[src/rtl/nf10_axi_lite_ipif_bridge_if.sv]
// Signal bundle between an AXI4-Lite master, the AXI-Lite-to-IPIF bridge and the IPIF register slave.
// AXI channels: a beat transfers on the rising edge where VALID and READY are both high; VALID,
// once raised, holds its payload stable until that edge, and READY may not be waited on by VALID.
interface nf10_axi_lite_ipif_bridge_if #(
  parameter int C_S_AXI_DATA_WIDTH = 32,
  parameter int C_S_AXI_ADDR_WIDTH = 32
);
  logic [C_S_AXI_ADDR_WIDTH-1:0]   S_AXI_AWADDR;
  logic                            S_AXI_AWVALID;
  logic                            S_AXI_AWREADY;
  logic [C_S_AXI_DATA_WIDTH-1:0]   S_AXI_WDATA;
  logic [C_S_AXI_DATA_WIDTH/8-1:0] S_AXI_WSTRB;
  logic                            S_AXI_WVALID;
  logic                            S_AXI_WREADY;
  logic [1:0]                      S_AXI_BRESP;
  logic                            S_AXI_BVALID;
  logic                            S_AXI_BREADY;
  logic [C_S_AXI_ADDR_WIDTH-1:0]   S_AXI_ARADDR;
  logic                            S_AXI_ARVALID;
  logic                            S_AXI_ARREADY;
  logic [C_S_AXI_DATA_WIDTH-1:0]   S_AXI_RDATA;
  logic [1:0]                      S_AXI_RRESP;
  logic                            S_AXI_RVALID;
  logic                            S_AXI_RREADY;

  logic                            Bus2IP_Clk;
  logic                            Bus2IP_Resetn;
  logic [C_S_AXI_ADDR_WIDTH-1:0]   Bus2IP_Addr;
  logic                            Bus2IP_CS;
  logic                            Bus2IP_RNW;
  logic [C_S_AXI_DATA_WIDTH-1:0]   Bus2IP_Data;
  logic [C_S_AXI_DATA_WIDTH/8-1:0] Bus2IP_BE;
  logic [C_S_AXI_DATA_WIDTH-1:0]   IP2Bus_Data;
  logic                            IP2Bus_RdAck;
  logic                            IP2Bus_WrAck;
  logic                            IP2Bus_Error;

  // Bridge side: AXI slave toward the master, IPIF master toward the register block.
  modport slave (
    input  S_AXI_AWADDR, S_AXI_AWVALID, S_AXI_WDATA, S_AXI_WSTRB, S_AXI_WVALID, S_AXI_BREADY,
    input  S_AXI_ARADDR, S_AXI_ARVALID, S_AXI_RREADY,
    output S_AXI_AWREADY, S_AXI_WREADY, S_AXI_BRESP, S_AXI_BVALID,
    output S_AXI_ARREADY, S_AXI_RDATA, S_AXI_RRESP, S_AXI_RVALID,
    output Bus2IP_Clk, Bus2IP_Resetn, Bus2IP_Addr, Bus2IP_CS, Bus2IP_RNW, Bus2IP_Data, Bus2IP_BE,
    input  IP2Bus_Data, IP2Bus_RdAck, IP2Bus_WrAck, IP2Bus_Error
  );

  // Environment side: AXI master plus the IPIF register slave.
  modport master (
    output S_AXI_AWADDR, S_AXI_AWVALID, S_AXI_WDATA, S_AXI_WSTRB, S_AXI_WVALID, S_AXI_BREADY,
    output S_AXI_ARADDR, S_AXI_ARVALID, S_AXI_RREADY,
    input  S_AXI_AWREADY, S_AXI_WREADY, S_AXI_BRESP, S_AXI_BVALID,
    input  S_AXI_ARREADY, S_AXI_RDATA, S_AXI_RRESP, S_AXI_RVALID,
    input  Bus2IP_Clk, Bus2IP_Resetn, Bus2IP_Addr, Bus2IP_CS, Bus2IP_RNW, Bus2IP_Data, Bus2IP_BE,
    output IP2Bus_Data, IP2Bus_RdAck, IP2Bus_WrAck, IP2Bus_Error
  );
endinterface

[src/rtl/nf10_axi_lite_ipif_bridge.sv]
// Single-BAR AXI4-Lite slave to IPIF bridge: one transaction at a time, one IPIF data phase each,
// with decode error outside the BAR and a data-phase timeout that forces SLVERR.
module nf10_axi_lite_ipif_bridge #(
  parameter int                            C_S_AXI_DATA_WIDTH = 32,
  parameter int                            C_S_AXI_ADDR_WIDTH = 32,
  parameter logic [C_S_AXI_ADDR_WIDTH-1:0] C_BASEADDR         = {C_S_AXI_ADDR_WIDTH{1'b1}},
  parameter logic [C_S_AXI_ADDR_WIDTH-1:0] C_HIGHADDR         = '0,
  parameter int                            C_USE_WSTRB        = 0,
  parameter int                            C_DPHASE_TIMEOUT   = 8
) (
  input  logic                       S_AXI_ACLK,
  input  logic                       S_AXI_ARESET,
  nf10_axi_lite_ipif_bridge_if.slave bus,
  output logic [2:0]                 dbg_state
);
  localparam int AW = C_S_AXI_ADDR_WIDTH;
  localparam int DW = C_S_AXI_DATA_WIDTH;
  localparam int BW = DW / 8;
  localparam logic [31:0] TO_LAST = 32'(C_DPHASE_TIMEOUT - 1);

  typedef enum logic [2:0] {
    ST_IDLE     = 3'd0,
    ST_RD_PHASE = 3'd1,
    ST_WR_PHASE = 3'd2,
    ST_R_RESP   = 3'd3,
    ST_B_RESP   = 3'd4
  } state_t;

  state_t          state_q, state_d;
  logic            arready_q, arready_d;
  logic            awready_q, awready_d;
  logic            cs_q, cs_d;
  logic            rnw_q, rnw_d;
  logic [AW-1:0]   addr_q, addr_d;
  logic [DW-1:0]   wdata_q, wdata_d;
  logic [BW-1:0]   be_q, be_d;
  logic            rvalid_q, rvalid_d;
  logic [DW-1:0]   rdata_q, rdata_d;
  logic [1:0]      rresp_q, rresp_d;
  logic            bvalid_q, bvalid_d;
  logic [1:0]      bresp_q, bresp_d;
  logic [31:0]     cnt_q, cnt_d;
  logic            last_rd_q, last_rd_d;

  logic            rd_cand, wr_cand, pick_rd, pick_wr;
  logic [AW-1:0]   sel_addr;
  logic            sel_in_bar;
  logic            ack_hit, timeout_hit, phase_done;
  logic [1:0]      phase_resp;

  // Round-robin: a read wins a tie unless the previous served transaction was a read.
  assign rd_cand    = bus.S_AXI_ARVALID;
  assign wr_cand    = bus.S_AXI_AWVALID & bus.S_AXI_WVALID;
  assign pick_rd    = rd_cand & (~wr_cand | ~last_rd_q);
  assign pick_wr    = wr_cand & ~pick_rd;
  assign sel_addr   = pick_rd ? bus.S_AXI_ARADDR : bus.S_AXI_AWADDR;
  assign sel_in_bar = (sel_addr >= C_BASEADDR) && (sel_addr <= C_HIGHADDR);

  // In a phase state, CS low means the address missed the BAR and the phase is skipped.
  assign ack_hit     = cs_q & (rnw_q ? bus.IP2Bus_RdAck : bus.IP2Bus_WrAck);
  assign timeout_hit = cs_q && (C_DPHASE_TIMEOUT > 0) && (cnt_q == TO_LAST);
  assign phase_done  = ~cs_q | ack_hit | timeout_hit;
  assign phase_resp  = ~cs_q   ? 2'b11 :
                       ack_hit ? (bus.IP2Bus_Error ? 2'b10 : 2'b00) :
                                 2'b10;

  always_ff @(posedge S_AXI_ACLK) begin
    if (S_AXI_ARESET) begin
      state_q   <= ST_IDLE;
      arready_q <= 1'b0;
      awready_q <= 1'b0;
      cs_q      <= 1'b0;
      rnw_q     <= 1'b1;
      addr_q    <= '0;
      wdata_q   <= '0;
      be_q      <= '0;
      rvalid_q  <= 1'b0;
      rdata_q   <= '0;
      rresp_q   <= 2'b00;
      bvalid_q  <= 1'b0;
      bresp_q   <= 2'b00;
      cnt_q     <= '0;
      last_rd_q <= 1'b0;
    end else begin
      state_q   <= state_d;
      arready_q <= arready_d;
      awready_q <= awready_d;
      cs_q      <= cs_d;
      rnw_q     <= rnw_d;
      addr_q    <= addr_d;
      wdata_q   <= wdata_d;
      be_q      <= be_d;
      rvalid_q  <= rvalid_d;
      rdata_q   <= rdata_d;
      rresp_q   <= rresp_d;
      bvalid_q  <= bvalid_d;
      bresp_q   <= bresp_d;
      cnt_q     <= cnt_d;
      last_rd_q <= last_rd_d;
    end
  end

  always_comb begin
    state_d = state_q;
    case (state_q)
      ST_IDLE: begin
        if (pick_rd)      state_d = ST_RD_PHASE;
        else if (pick_wr) state_d = ST_WR_PHASE;
      end
      ST_RD_PHASE: if (phase_done)          state_d = ST_R_RESP;
      ST_WR_PHASE: if (phase_done)          state_d = ST_B_RESP;
      ST_R_RESP:   if (bus.S_AXI_RREADY)    state_d = ST_IDLE;
      ST_B_RESP:   if (bus.S_AXI_BREADY)    state_d = ST_IDLE;
      default:                              state_d = ST_IDLE;
    endcase
  end

  always_comb begin
    arready_d = 1'b0;
    awready_d = 1'b0;
    cs_d      = cs_q;
    rnw_d     = rnw_q;
    addr_d    = addr_q;
    wdata_d   = wdata_q;
    be_d      = be_q;
    rvalid_d  = rvalid_q;
    rdata_d   = rdata_q;
    rresp_d   = rresp_q;
    bvalid_d  = bvalid_q;
    bresp_d   = bresp_q;
    cnt_d     = cnt_q;
    last_rd_d = last_rd_q;
    case (state_q)
      ST_IDLE: begin
        if (pick_rd || pick_wr) begin
          addr_d    = sel_addr;
          rnw_d     = pick_rd;
          cs_d      = sel_in_bar;
          cnt_d     = '0;
          last_rd_d = pick_rd;
          arready_d = pick_rd;
          awready_d = pick_wr;
          be_d      = '1;
          if (pick_wr) begin
            wdata_d = bus.S_AXI_WDATA;
            if (C_USE_WSTRB != 0) be_d = bus.S_AXI_WSTRB;
          end
        end
      end
      ST_RD_PHASE, ST_WR_PHASE: begin
        if (phase_done) begin
          cs_d = 1'b0;
          if (state_q == ST_RD_PHASE) begin
            rvalid_d = 1'b1;
            rresp_d  = phase_resp;
            rdata_d  = ack_hit ? bus.IP2Bus_Data : '0;
          end else begin
            bvalid_d = 1'b1;
            bresp_d  = phase_resp;
          end
        end else begin
          cnt_d = cnt_q + 32'd1;
        end
      end
      ST_R_RESP: begin
        if (bus.S_AXI_RREADY) begin
          rvalid_d = 1'b0;
          rdata_d  = '0;
          rresp_d  = 2'b00;
        end
      end
      ST_B_RESP: begin
        if (bus.S_AXI_BREADY) begin
          bvalid_d = 1'b0;
          bresp_d  = 2'b00;
        end
      end
      default: ;
    endcase
  end

  assign bus.S_AXI_ARREADY = arready_q;
  assign bus.S_AXI_AWREADY = awready_q;
  assign bus.S_AXI_WREADY  = awready_q;
  assign bus.S_AXI_RVALID  = rvalid_q;
  assign bus.S_AXI_RDATA   = rdata_q;
  assign bus.S_AXI_RRESP   = rresp_q;
  assign bus.S_AXI_BVALID  = bvalid_q;
  assign bus.S_AXI_BRESP   = bresp_q;
  assign bus.Bus2IP_Clk    = S_AXI_ACLK;
  assign bus.Bus2IP_Resetn = ~S_AXI_ARESET;
  assign bus.Bus2IP_Addr   = addr_q;
  assign bus.Bus2IP_CS     = cs_q;
  assign bus.Bus2IP_RNW    = rnw_q;
  assign bus.Bus2IP_Data   = wdata_q;
  assign bus.Bus2IP_BE     = be_q;
  assign dbg_state         = state_q;
endmodule

[src/flat_wrapper.sv]
// flat-port wrapper written by rule: the top's interface ports become plain ports
module nf10_axi_lite_ipif_bridge_flat 
#(
  parameter int                            C_S_AXI_DATA_WIDTH = 32,
  parameter int                            C_S_AXI_ADDR_WIDTH = 32,
  parameter logic [C_S_AXI_ADDR_WIDTH-1:0] C_BASEADDR         = {C_S_AXI_ADDR_WIDTH{1'b1}},
  parameter logic [C_S_AXI_ADDR_WIDTH-1:0] C_HIGHADDR         = '0,
  parameter int                            C_USE_WSTRB        = 0,
  parameter int                            C_DPHASE_TIMEOUT   = 8
)
  (S_AXI_ACLK, S_AXI_ARESET, dbg_state, bus_S_AXI_AWADDR, bus_S_AXI_AWVALID, bus_S_AXI_WDATA, bus_S_AXI_WSTRB, bus_S_AXI_WVALID, bus_S_AXI_BREADY, bus_S_AXI_ARADDR, bus_S_AXI_ARVALID, bus_S_AXI_RREADY, bus_S_AXI_AWREADY, bus_S_AXI_WREADY, bus_S_AXI_BRESP, bus_S_AXI_BVALID, bus_S_AXI_ARREADY, bus_S_AXI_RDATA, bus_S_AXI_RRESP, bus_S_AXI_RVALID, bus_Bus2IP_Clk, bus_Bus2IP_Resetn, bus_Bus2IP_Addr, bus_Bus2IP_CS, bus_Bus2IP_RNW, bus_Bus2IP_Data, bus_Bus2IP_BE, bus_IP2Bus_Data, bus_IP2Bus_RdAck, bus_IP2Bus_WrAck, bus_IP2Bus_Error);
  nf10_axi_lite_ipif_bridge_if #(.C_S_AXI_DATA_WIDTH(C_S_AXI_DATA_WIDTH), .C_S_AXI_ADDR_WIDTH(C_S_AXI_ADDR_WIDTH)) bus_i ();
  input  logic S_AXI_ACLK;
  input  logic S_AXI_ARESET;
  output logic [2:0] dbg_state;
  input wire logic [$bits(bus_i.S_AXI_AWADDR)-1:0] bus_S_AXI_AWADDR;
  input wire logic [$bits(bus_i.S_AXI_AWVALID)-1:0] bus_S_AXI_AWVALID;
  input wire logic [$bits(bus_i.S_AXI_WDATA)-1:0] bus_S_AXI_WDATA;
  input wire logic [$bits(bus_i.S_AXI_WSTRB)-1:0] bus_S_AXI_WSTRB;
  input wire logic [$bits(bus_i.S_AXI_WVALID)-1:0] bus_S_AXI_WVALID;
  input wire logic [$bits(bus_i.S_AXI_BREADY)-1:0] bus_S_AXI_BREADY;
  input wire logic [$bits(bus_i.S_AXI_ARADDR)-1:0] bus_S_AXI_ARADDR;
  input wire logic [$bits(bus_i.S_AXI_ARVALID)-1:0] bus_S_AXI_ARVALID;
  input wire logic [$bits(bus_i.S_AXI_RREADY)-1:0] bus_S_AXI_RREADY;
  output wire logic [$bits(bus_i.S_AXI_AWREADY)-1:0] bus_S_AXI_AWREADY;
  output wire logic [$bits(bus_i.S_AXI_WREADY)-1:0] bus_S_AXI_WREADY;
  output wire logic [$bits(bus_i.S_AXI_BRESP)-1:0] bus_S_AXI_BRESP;
  output wire logic [$bits(bus_i.S_AXI_BVALID)-1:0] bus_S_AXI_BVALID;
  output wire logic [$bits(bus_i.S_AXI_ARREADY)-1:0] bus_S_AXI_ARREADY;
  output wire logic [$bits(bus_i.S_AXI_RDATA)-1:0] bus_S_AXI_RDATA;
  output wire logic [$bits(bus_i.S_AXI_RRESP)-1:0] bus_S_AXI_RRESP;
  output wire logic [$bits(bus_i.S_AXI_RVALID)-1:0] bus_S_AXI_RVALID;
  output wire logic [$bits(bus_i.Bus2IP_Clk)-1:0] bus_Bus2IP_Clk;
  output wire logic [$bits(bus_i.Bus2IP_Resetn)-1:0] bus_Bus2IP_Resetn;
  output wire logic [$bits(bus_i.Bus2IP_Addr)-1:0] bus_Bus2IP_Addr;
  output wire logic [$bits(bus_i.Bus2IP_CS)-1:0] bus_Bus2IP_CS;
  output wire logic [$bits(bus_i.Bus2IP_RNW)-1:0] bus_Bus2IP_RNW;
  output wire logic [$bits(bus_i.Bus2IP_Data)-1:0] bus_Bus2IP_Data;
  output wire logic [$bits(bus_i.Bus2IP_BE)-1:0] bus_Bus2IP_BE;
  input wire logic [$bits(bus_i.IP2Bus_Data)-1:0] bus_IP2Bus_Data;
  input wire logic [$bits(bus_i.IP2Bus_RdAck)-1:0] bus_IP2Bus_RdAck;
  input wire logic [$bits(bus_i.IP2Bus_WrAck)-1:0] bus_IP2Bus_WrAck;
  input wire logic [$bits(bus_i.IP2Bus_Error)-1:0] bus_IP2Bus_Error;
  assign bus_i.S_AXI_AWADDR = bus_S_AXI_AWADDR;
  assign bus_i.S_AXI_AWVALID = bus_S_AXI_AWVALID;
  assign bus_i.S_AXI_WDATA = bus_S_AXI_WDATA;
  assign bus_i.S_AXI_WSTRB = bus_S_AXI_WSTRB;
  assign bus_i.S_AXI_WVALID = bus_S_AXI_WVALID;
  assign bus_i.S_AXI_BREADY = bus_S_AXI_BREADY;
  assign bus_i.S_AXI_ARADDR = bus_S_AXI_ARADDR;
  assign bus_i.S_AXI_ARVALID = bus_S_AXI_ARVALID;
  assign bus_i.S_AXI_RREADY = bus_S_AXI_RREADY;
  assign bus_S_AXI_AWREADY = bus_i.S_AXI_AWREADY;
  assign bus_S_AXI_WREADY = bus_i.S_AXI_WREADY;
  assign bus_S_AXI_BRESP = bus_i.S_AXI_BRESP;
  assign bus_S_AXI_BVALID = bus_i.S_AXI_BVALID;
  assign bus_S_AXI_ARREADY = bus_i.S_AXI_ARREADY;
  assign bus_S_AXI_RDATA = bus_i.S_AXI_RDATA;
  assign bus_S_AXI_RRESP = bus_i.S_AXI_RRESP;
  assign bus_S_AXI_RVALID = bus_i.S_AXI_RVALID;
  assign bus_Bus2IP_Clk = bus_i.Bus2IP_Clk;
  assign bus_Bus2IP_Resetn = bus_i.Bus2IP_Resetn;
  assign bus_Bus2IP_Addr = bus_i.Bus2IP_Addr;
  assign bus_Bus2IP_CS = bus_i.Bus2IP_CS;
  assign bus_Bus2IP_RNW = bus_i.Bus2IP_RNW;
  assign bus_Bus2IP_Data = bus_i.Bus2IP_Data;
  assign bus_Bus2IP_BE = bus_i.Bus2IP_BE;
  assign bus_i.IP2Bus_Data = bus_IP2Bus_Data;
  assign bus_i.IP2Bus_RdAck = bus_IP2Bus_RdAck;
  assign bus_i.IP2Bus_WrAck = bus_IP2Bus_WrAck;
  assign bus_i.IP2Bus_Error = bus_IP2Bus_Error;
  nf10_axi_lite_ipif_bridge #(.C_S_AXI_DATA_WIDTH(C_S_AXI_DATA_WIDTH), .C_S_AXI_ADDR_WIDTH(C_S_AXI_ADDR_WIDTH), .C_BASEADDR(C_BASEADDR), .C_HIGHADDR(C_HIGHADDR), .C_USE_WSTRB(C_USE_WSTRB), .C_DPHASE_TIMEOUT(C_DPHASE_TIMEOUT)) u_core (.S_AXI_ACLK(S_AXI_ACLK), .S_AXI_ARESET(S_AXI_ARESET), .bus(bus_i), .dbg_state(dbg_state));
endmodule
[config.mk]
export PLATFORM = sky130hd
export DESIGN_NAME = nf10_axi_lite_ipif_bridge_flat
export DESIGN_NICKNAME = d
export VERILOG_FILES = /design/src/rtl/nf10_axi_lite_ipif_bridge_if.sv /design/src/rtl/nf10_axi_lite_ipif_bridge.sv /design/src/flat_wrapper.sv
export SDC_FILE = /design/constraint.sdc
export NUM_CORES = 1
export LEC_CHECK = 0
export CAP_MARGIN = 20
export CELL_PAD_IN_SITES_DETAIL_PLACEMENT = 1
export CELL_PAD_IN_SITES_GLOBAL_PLACEMENT = 2
export CORE_MARGIN = 2
export CORE_UTILIZATION = 25
export DETAILED_ROUTE_END_ITERATION = 16
export HOLD_SLACK_MARGIN = 0.03
export PLACE_DENSITY_LB_ADDON = 0.1
export SLEW_MARGIN = 20
export SYNTH_ARGS = -nofsm -noshare
export SYNTH_HDL_FRONTEND = slang
export SYNTH_SLANG_ARGS = --single-unit
export TNS_END_PERCENT = 30
[constraint.sdc]
create_clock -name S_AXI_ACLK -period 3.2 [get_ports S_AXI_ACLK]
set_input_delay 0.64 -clock S_AXI_ACLK [delete_from_list [all_inputs] [get_ports S_AXI_ACLK]]
set_output_delay 0.64 -clock S_AXI_ACLK [all_outputs]
set_load 0.1 [all_outputs]
==> flow_summary.ini <==
[outcome]
outcome = completed

[yosys]
synth_xor_area_share_pct = 1.501
yosys_warnings = 0
syn_area_mm2 = 0.005836
synth-simple-area-share_pct = 24.59
synth_compound_area_share_pct = 18.93
syn_area_per_cell_um2 = 8.242
ys_seq_area_share_pct = 49.06
synthArstFlopShare_pct = 0
synth_edf_count = 0
synth_common_cells = nand2_1 (150), dfxtp_1 (143), nor2_1 (98)
ys.flop_type = dfxtp_1
synth-seq-cells = 143
synth_top_cell_area_share_pct = 49.06
synth_fa_ha_area_share_pct = 0.2144
synth.largest_area_cell = dfxtp_1
synth_area_leaders = dfxtp_1 (49%), nand2_1 (9.6%), nor2_1 (6.3%)
synthCells = 708
synth.distinct_cells = 48
synth_top_family_by_area = simple AND/OR/NAND/NOR gates
yosysMostFrequentCell = nand2_1
synthMuxAreaShare_pct = 1.201
syn_nets = 851

[final_layout]
layout.cells.non_filler = 1274
area_delta_synth_final_pct = 56.35
fillers = 2686
antenna-diode-count = 0
nets = 1091
drive_above_1_share_pct = 18.83
fin_area_mm2 = 0.009124

[sta]
tns_ps = 0
finalClockSkew_ps = 13.30
setup-violations-final = 0
rsz0062_at_grt = false
whs_ps = 434.2
slew_headroom_pct = 36.93
tightest_slew_ps = 949.9
slew_violations = 0
hold_violations = 0
fin_ws_ps = 133.6

[placement]
globalplace.congestion = 0.7680
place.detailed.hpwl_um = 15810
place_ws_ps = 20.40
place_inst = 1239
placed_cell_area_mm2 = 0.008448
portBuffers = 253

[global_route]
antenna_found_initial = 0
grtUsageTotal_pct = 17.72
grt-ovfl-total = 0
grt_pass1_vias = 6411
grt_pass1_wl_um = 34040
grt_max_degree = 65

[clock_network]
cts_tree = built
clk_pin_slew_worst_paths_ps = 70
post_cts_buffers = 0
clock_latency_ps = 540

[worst_hold_path]
min_from = S_AXI_ARESET
hold_path_depth = 2
min_to = u_core.bus.Bus2IP_Addr[13]
hold_path_class = in2reg

[die]
rows = 55
die_w_um = 156.8
ios = 258
die-area_mm2 = 0.02458
core_area_mm2 = 0.02278
start_util_pct = 25.62
dieHeight_um = 156.8

[power_and_ir_drop]
pwr-share-seq_pct = 30.2
ir_drop_v = 0.0003520
power.net_switching_mw = 2.820
pwr-share-comb_pct = 34.8
power_density_mw_per_mm2 = 736.5
p_leak_nw = 3.613
pwr-share-clk_pct = 35.1
swShare_pct = 41.96
internal_power_mw = 3.900

[critical_path]
cp_num_buf_inv = 3
startpoint_type = clock port
endpoint_kind = output port
rr_endpoint = u_core.bus.S_AXI_RRESP[1]
crit_path_frequent_cell = clkbuf_16
crit_fanout = 2
cp.required_ps = 2560
ff2ff_setup_slack_ps = 730
path_cells = clkbuf_16 -> clkbuf_16 -> dlygate4sd2_1
worstPathArrival_ps = 2430
worstReg2RegStart = u_core.cnt_q[23]
setup.worst_path.class = clk2out
path_delay_family = buffers and inverters
reg2reg_depth = 6
critPathSlowestCell = dlygate4sd2_1
max_stage_delay_ps = 580

[job]
cap_viol_max_count = 0

[route]
drtAntennaViolNets = 0
vias = 6126
first_iter_violations = 236
remaining_drc_errors = 0
wl_per_cell_um = 16.94
drtPass1Iterations = 4
finalWirelength_um = 21580
vias_per_cell = 4.808
[state kept, by name, indices dropped and copies added, names as in the netlist]
register and flops:
u_core.bus.S_AXI_AWREADY 1, u_core.bus.S_AXI_RRESP 2, u_core.bus.Bus2IP_Addr 32, u_core.bus.Bus2IP_RNW 1, u_core.bus.S_AXI_RDATA 32, u_core.bus.Bus2IP_BE 1
u_core.bus.S_AXI_RVALID 1, u_core.bus.S_AXI_BVALID 1, u_core.bus.S_AXI_BRESP 2, u_core.bus.Bus2IP_CS 1, u_core.last_rd_q 1, u_core.cnt_q 32
u_core.dbg_state 3, u_core.bus.Bus2IP_Data 32, u_core.bus.S_AXI_ARREADY 1
[cell type report]
type / count / area, µm² / share of cell area [%]
clock buffers: 22 / 513.0 / 5.623
clock inverters: 14 / 172.7 / 1.892
inverters: 6 / 22.52 / 0.2468
flip-flops and latches: 143 / 2863 / 31.38
repair buffers: 271 / 2437 / 26.71
well taps: 313 / 391.6 / 4.292
multi-input cells: 505 / 2724 / 29.85
[logic make-up after synthesis]
group	count (synthesis)
DFF	143
xor gates and xnor gates	10
AOI/OAI and AO/OA	159
buffers and inverters	60
muxes	7
and+or+nand+nor	328
adders and majority gates	1
[worst max path at each step]
stage	to	from	slack, ps	depth (start not counted)
3_3_place_gp	bus_Bus2IP_Clk	S_AXI_ACLK	20	1
5_1_grt	bus_Bus2IP_Clk	S_AXI_ACLK	130	3
3_5_place_dp	bus_Bus2IP_Clk	S_AXI_ACLK	20	1
2_1_floorplan	u_core.cnt_q[16]	u_core.dbg_state[0]	690	8
6_report	bus_Bus2IP_Clk	S_AXI_ACLK	130	3
4_1_cts	bus_Bus2IP_Clk	S_AXI_ACLK	130	3
[metal layers]
metal | global-route usage, % | part of all wire (%) | up-vias
li1 | - | - | 2962
met1 | 20.19 | 41 | 2969
met2 | 29.66 | 49 | 169
met3 | 7.865 | 8.3 | 26
met4 | 5.679 | 1.8 | 0
met5 | 0 | 0 | -
[power by group through the flow]
stage	sequential (mW)	clock, mW	combinational (mW)
finish	2.03	2.36	2.34
global route	2.05	2.51	2.46
CTS	2.03	2.43	2.36
detailed placement	2.07	0.123	2.36
global placement	2.06	0.123	2.33
floorplan	3.10	0.118	0.604
[what timing repair did]
item | 4_1_cts | 5_1_grt
resized for setup | 1 | 0
hold buffers | 0 | 0
setup endpoints to repair | 1 | 0
[through the flow]
stage,power [mW],utilization [%]
4_1_cts,6.820,40.05
3_5_place_dp,4.545,37.09
3_3_place_gp,4.511,37.09
6_report,6.720,40.05
2_1_floorplan,3.825,-
5_1_grt,7.023,40.05
[layout by cell type (no fill, tap or decap), types with 2 or more instances in the layout]
cell type / synthesis / routed
nand2_1: 150 / 150
o21ai_0: 10 / 10
a22oi_1: 33 / 33
buf_4: 5 / 130
clkdlybuf4s50_1: 0 / 136
nor2_1: 98 / 96
bufinv_16: 0 / 2
nand2b_1: 3 / 3
nand4_1: 9 / 9
clkbuf_16: 0 / 20
o211a_1: 3 / 3
nor4_1: 6 / 6
or3_1: 14 / 14
and4_1: 4 / 4
nor2_2: 0 / 2
a31o_2: 2 / 2
clkinv_4: 0 / 4
and2_1: 4 / 4
buf_12: 0 / 5
a21oi_1: 55 / 55
or4_1: 3 / 3
o21ai_2: 2 / 2
mux2i_1: 7 / 7
inv_8: 0 / 3
o31ai_1: 4 / 4
a211oi_1: 2 / 2
xor2_1: 9 / 9
o21ai_1: 3 / 3
nor3_1: 7 / 7
nand3_1: 18 / 18
o2bb2ai_1: 3 / 3
a311oi_1: 32 / 32
inv_6: 0 / 5
inv_1: 6 / 6
and3_1: 7 / 7
dfxtp_1: 143 / 143
No activity file was read; power rests on OpenSTA's default activity.
